**config.mk**
```make
export PLATFORM = sky130hd
export DESIGN_NAME = seven_seg_msg_ctrl
export DESIGN_NICKNAME = d
export VERILOG_FILES = /design/src/rtl/seven_seg_msg_ctrl.sv
export SDC_FILE = /design/constraint.sdc
export NUM_CORES = 1
export LEC_CHECK = 0
export CAP_MARGIN = 30
export CORE_MARGIN = 8
export CORE_UTILIZATION = 45
export DETAILED_ROUTE_END_ITERATION = 10
export PLACE_DENSITY = 0.68
export SLEW_MARGIN = 15
export SYNTH_ARGS = -nofsm -noshare
export SYNTH_HDL_FRONTEND = slang
export SYNTH_SLANG_ARGS = --single-unit
```
**constraint.sdc**
```tcl
create_clock -name clk -period 9.1 [get_ports clk]
set_clock_uncertainty 0.2 [all_clocks]
set_input_delay 1.82 -clock clk [delete_from_list [all_inputs] [get_ports clk]]
set_output_delay 1.82 -clock clk [all_outputs]
set_load 0.05 [all_outputs]
```
**src/rtl/seven_seg_msg_ctrl.sv**
```systemverilog
// ---------------------------------------------------------------------------
// seven_seg_msg_ctrl
//
// Owns an 8-digit multiplexed seven-segment display and puts a message on it.
// A producer streams segment patterns in through a valid/ready write port.
// A message that fits on the display is shown statically, left-aligned.
// A longer message scrolls circularly, one character per scroll period.
//
// Ports:
//   clk          system clock
//   rst          synchronous active-high reset
//   wr_valid     producer offers wr_char this cycle
//   wr_ready     block accepts a character this cycle
//   wr_char      segment pattern, bit 7 = a ... bit 0 = h
//   wr_last      wr_char is the final character of the message
//   clear        abandon the message and return to IDLE
//   active       a message is on the display (SHOW or SCROLL)
//   scroll_wrap  one-cycle pulse when the scroll offset wraps back to 0
//   abcdefgh     registered segment drive for the selected digit
//   digit        registered one-hot digit select, MSB = leftmost digit
// ---------------------------------------------------------------------------
module seven_seg_msg_ctrl #(
    parameter int w_digit       = 8,
    parameter int max_len       = 16,
    parameter int scan_div_w    = 17,
    parameter int scroll_period = 12500000
) (
    input  logic               clk,
    input  logic               rst,
    input  logic               wr_valid,
    output logic               wr_ready,
    input  logic [7:0]         wr_char,
    input  logic               wr_last,
    input  logic               clear,
    output logic               active,
    output logic               scroll_wrap,
    output logic [7:0]         abcdefgh,
    output logic [w_digit-1:0] digit
);

    localparam int len_w  = $clog2(max_len + 1);
    localparam int off_w  = $clog2(max_len);
    localparam int addr_w = off_w;
    localparam int pos_w  = (w_digit > 1) ? $clog2(w_digit) : 1;
    localparam int sum_w  = $clog2(max_len + w_digit) + 1;
    localparam int scr_w  = $clog2(scroll_period + 1);

    typedef enum logic [1:0] {
        IDLE,
        LOAD,
        SHOW,
        SCROLL
    } state_t;

    state_t                state, state_n;
    logic [len_w-1:0]      len, len_n;
    logic [off_w-1:0]      offset, offset_n;
    logic [scr_w-1:0]      scroll_cnt, scroll_cnt_n;
    logic [scan_div_w-1:0] scan_cnt;
    logic                  scroll_wrap_n;
    logic [w_digit-1:0]    digit_n;
    logic [7:0]            seg_n;
    logic                  xfer;

    logic [7:0]            msg_buf [max_len];

    // A clear arriving with a character wins, so the port refuses that
    // character rather than accepting and then discarding it.
    assign wr_ready = ((state == IDLE) || (state == LOAD)) && !clear;
    assign xfer     = wr_valid && wr_ready;
    assign active   = (state == SHOW) || (state == SCROLL);

    // Message storage. Contents are never reset because only the first
    // len entries are ever read.
    always_ff @(posedge clk) begin
        if (!rst && xfer) begin
            msg_buf[len[addr_w-1:0]] <= wr_char;
        end
    end

    // Next-state logic for the message sequencer: loading, the choice
    // between static and scrolling display, and the scroll offset stepping.
    always_comb begin
        state_n       = state;
        len_n         = len;
        offset_n      = offset;
        scroll_cnt_n  = scroll_cnt;
        scroll_wrap_n = 1'b0;
        if (clear) begin
            state_n      = IDLE;
            len_n        = '0;
            offset_n     = '0;
            scroll_cnt_n = '0;
        end else begin
            case (state)
                IDLE, LOAD: begin
                    if (xfer) begin
                        len_n = len + 1'b1;
                        if (wr_last || (len_n == len_w'(max_len))) begin
                            state_n      = (len_n <= len_w'(w_digit)) ? SHOW : SCROLL;
                            offset_n     = '0;
                            scroll_cnt_n = '0;
                        end else begin
                            state_n = LOAD;
                        end
                    end
                end
                SCROLL: begin
                    if (scroll_cnt == scr_w'(scroll_period - 1)) begin
                        scroll_cnt_n = '0;
                        if (len_w'(offset) == (len - 1'b1)) begin
                            offset_n      = '0;
                            scroll_wrap_n = 1'b1;
                        end else begin
                            offset_n = offset + 1'b1;
                        end
                    end else begin
                        scroll_cnt_n = scroll_cnt + 1'b1;
                    end
                end
                default: begin
                end
            endcase
        end
    end

    // Digit scan and segment lookup. The segment pattern is computed for the
    // digit that will be selected after this edge, so both registers change
    // together. The character written on the final load edge is not in the
    // buffer yet, so it is forwarded straight from wr_char.
    always_comb begin
        logic [pos_w-1:0] k;
        logic [pos_w-1:0] p;
        logic [sum_w-1:0] sum;
        logic [addr_w-1:0] idx;

        digit_n = digit;
        if (scan_cnt == '1) begin
            digit_n = {digit[0], digit[w_digit-1:1]};
        end

        k = '0;
        for (int i = 0; i < w_digit; i++) begin
            if (digit_n[i]) begin
                k = pos_w'(i);
            end
        end
        p = pos_w'(w_digit - 1) - k;

        sum   = '0;
        idx   = '0;
        seg_n = 8'h00;
        case (state_n)
            SHOW: begin
                if (len_w'(p) < len_n) begin
                    idx   = addr_w'(p);
                    seg_n = (xfer && (idx == len[addr_w-1:0])) ? wr_char : msg_buf[idx];
                end
            end
            SCROLL: begin
                // offset < len and p < len, so one conditional subtract
                // is enough to wrap the index into the message.
                sum = sum_w'(offset_n) + sum_w'(p);
                if (sum >= sum_w'(len_n)) begin
                    sum = sum - sum_w'(len_n);
                end
                idx   = sum[addr_w-1:0];
                seg_n = (xfer && (idx == len[addr_w-1:0])) ? wr_char : msg_buf[idx];
            end
            default: begin
            end
        endcase
    end

    // State register for the sequencer, scan counter and display outputs.
    always_ff @(posedge clk) begin
        if (rst) begin
            state       <= IDLE;
            len         <= '0;
            offset      <= '0;
            scroll_cnt  <= '0;
            scan_cnt    <= '0;
            digit       <= w_digit'(1);
            abcdefgh    <= 8'h00;
            scroll_wrap <= 1'b0;
        end else begin
            state       <= state_n;
            len         <= len_n;
            offset      <= offset_n;
            scroll_cnt  <= scroll_cnt_n;
            scan_cnt    <= scan_cnt + 1'b1;
            digit       <= digit_n;
            abcdefgh    <= seg_n;
            scroll_wrap <= scroll_wrap_n;
        end
    end

endmodule

```
==> impl_metrics.py <==
metrics = {
    "logic_synthesis": {
        "synth_top_family_by_area": "simple AND/OR/NAND/NOR gates",
        "synth-simple-area-share": 0.2294,
        "synthCells": 968,
        "ys_warn_count": 0,
        "async_reset_ff_frac": 0,
        "synth.area.mux_share": 0.04023,
        "netlist_area_sq_um": 9703,
        "avgSynthCellArea_sq_um": 10.02,
        "synth_compound_area_frac": 0.09865,
        "netlist.area_leader.share": 0.3961,
        "synth_edf_count": 128,
        "synthAdderAreaFrac": 0.02734,
        "synth-seq-area-share": 0.5385,
        "synth_most_common_cell": "nand2_1",
        "synth_ff_type": "edfxtp_1",
        "synth-xor-area-share": 0.03881,
        "synth_nets": 1001,
        "synthTopCellsByCount": "180 x nand2_1, 128 x edfxtp_1, 79 x nor2_1",
        "synth-seq-cells": 197,
        "synth_area_leaders": "edfxtp_1 40%, dfxtp_1 14%, nand2_1 7.0%",
        "yosysTopAreaCell": "edfxtp_1",
        "synth.distinct_cells": 67,
    },
    "setup_path": {
        "path_delay_family": "simple AND/OR/NAND/NOR gates",
        "endpoint_kind": "flip-flop",
        "path_common_cell": "ha_1",
        "path_cells": "and4_1, and3_1, and4_1, nand3_1, nor3_1, ha_1, nand2b_1, o21ai_0, a21oi_1, nand2_1, ha_1, fa_1, xor2_1, ha_1, a21o_1, a31oi_1, o21ai_1, mux2i_1, xnor2_1, nor4_1, a21oi_1, a221oi_1, o21ai_0",
        "crit_type": "reg -> reg",
        "required_ns": 9.20,
        "arrival_ns": 8.12,
        "crit_fanout": 17,
        "slowest_stage": "nor4_1",
        "crit_buf_inv": 0,
        "cp-start-kind": "flip-flop",
        "cpPeakStageDelay_ns": 0.60,
    },
    "cells_and_area": {
        "final_net_count": 1023,
        "insertedDiodeCount": 0,
        "seqCellArea_sq_um": 5225,
        "nFillCells": 1918,
        "syn2layout_area_growth_pct": 12.70,
        "drive_gt1_frac": 0.06886,
        "multiInputGateArea_sq_um": 4223,
    },
    "place": {
        "gp_congestion": 0.8901,
        "dp_hpwl_mm": 15.60,
        "port-buffer-count": 31,
        "preCtsSetupSlack_ns": 1.030,
    },
    "run_status": {
        "status": "finished, final reports clean",
    },
    "routing": {
        "ant_nets": 0,
        "num_vias": 7390,
        "drc_errors": 0,
        "vias_per_cell": 5.787,
        "drt_first_pass_iters": 6,
        "wirelength_mm": 24.12,
        "drt_iter0_drc": 806,
        "wire_per_inst_um": 18.89,
    },
    "global_route": {
        "antenna_found_initial": 0,
        "grt_start_max_net_pins": 45,
        "gr-usage-all-layers": 0.1833,
        "grt_pass1_vias": 6959,
        "grt_remaining_overflow": 0,
        "grt_first_pass_wirelength_mm": 38.22,
    },
    "sta": {
        "rsz0062_at_grt": "no",
        "tightest_slew_ns": 0.9710,
        "maxSlewViolCount": 0,
        "slew_headroom": 0.3509,
        "setup_slack_ns": 1.073,
        "whs_ns": 0.2464,
        "setup_violations": 0,
        "max_freq_mhz": 124.6,
        "period_needed_ns": 8.027,
        "fin_crit_sh": 0.8821,
        "final-hold-violation-count": 0,
        "setup_tns_ns": 0,
    },
    "clock_tree": {
        "hold_buffers": 0,
        "cts.repair.resized": 0,
        "cts_buffers": 17,
        "htree_levels": 4,
        "clk_latency_ns": 0.43,
        "cts_sinks": 197,
        "cts_root_buf": "clkbuf_16",
        "cts_tree": "done",
        "postCtsSetupBuffers": 0,
        "clk_pin_slew_worst_paths_ns": 0.08,
        "cts_buffer_depth": 2,
    },
    "min_path": {
        "hold_class": "reg -> reg",
    },
    "die": {
        "die_area_sq_um": 26520,
        "rows": 53,
        "chipHeight_um": 162.8,
        "start_util": 0.4601,
        "core_sq_um": 21090,
        "pin_count": 32,
        "fp.dieW_um": 162.8,
    },
    "power_and_ir_drop": {
        "ir_drop_uv": 99.82,
        "cellPowerDensity_nw_per_um2": 166.5,
        "power.leakage_nw": 3.848,
        "total_power_mw": 1.820,
    },
    "run": {
        "drv_cap": 0,
    },
}
-- per-layer routing --
metal / up-vias / part of all wire / track usage
met4: 0 / 0.027 / 0.07715
li1: 3553 / - / -
met2: 315 / 0.44 / 0.2759
met1: 3469 / 0.46 / 0.2558
met5: - / 0 / 0
met3: 53 / 0.073 / 0.03185
-- cell usage in the layout (no fill, tap or decap), types with 24 or more instances in the layout --
| master | netlist | routed |
|---|---|---|
| a21oi_1 | 30 | 30 |
| nand2_1 | 180 | 179 |
| o21ai_0 | 24 | 24 |
| clkdlybuf4s50_1 | 0 | 31 |
| edfxtp_1 | 128 | 128 |
| mux2i_1 | 33 | 33 |
| and3_1 | 25 | 25 |
| dfxtp_1 | 69 | 69 |
| nand3_1 | 69 | 69 |
| nor2_1 | 79 | 79 |
| nor3_1 | 30 | 30 |
| xnor2_1 | 24 | 24 |
-- through the flow --
step	std cells	cell area, sq um	util
6_report	1277	10940	0.5186
5_1_grt	1277	10940	0.5186
4_1_cts	1275	10920	0.5180
3_5_place_dp	1244	10310	0.4890
3_3_place_gp	1242	10290	0.4881
2_1_floorplan	968	9703	-
-- report_power, final --
part,leakage (nW),switching [mW],internal (mW)
clock network,0.297,0.359,0.418
registers,1.71,0.00291,0.953
logic,1.84,0.0568,0.0308
-- path summary, 6_finish.rpt --
path                                              from                     end  slack, ns  depth (start not counted)
worst min-delay path            scan_cnt[0]$_SDFF_PP0_  scan_cnt[0]$_SDFF_PP0_       0.25                          1
worst max register to register  scan_cnt[3]$_SDFF_PP0_  abcdefgh[7]$_SDFF_PP0_       1.07                         23
worst max-delay path            scan_cnt[3]$_SDFF_PP0_  abcdefgh[7]$_SDFF_PP0_       1.07                         23
worst min register to register  scan_cnt[0]$_SDFF_PP0_  scan_cnt[0]$_SDFF_PP0_       0.25                          1
-- area by class of cell --
class                      instances  share of cell area
clock buffer                      17             0.03890
sequential                       197              0.4778
clock inverter                    14             0.01693
timing repair buffer              49             0.04085
multi-input combinational        702              0.3862
tap                              275             0.03146
inverter                          23            0.007895
-- sequential cells by signal, indices dropped and copies added (netlist names) --
| signal | flops |
|---|---|
| msg_buf | 128 |
| scroll_cnt | 24 |
| scan_cnt | 17 |
| abcdefgh | 8 |
| digit | 8 |
| len | 5 |
| offset | 4 |
| state | 2 |
| scroll_wrap | 1 |
-- cell families (layout without fill, tap and decap cells) --
logic type      Yosys count  after routing
flops                   197            197
mux                      38             38
xor+xnor                 43             43
buf+inv                  69            103
compound gates          134            134
simple gates            467            467
fa+ha+maj                20             20
Note: power is estimated with default switching activity, not from simulation.
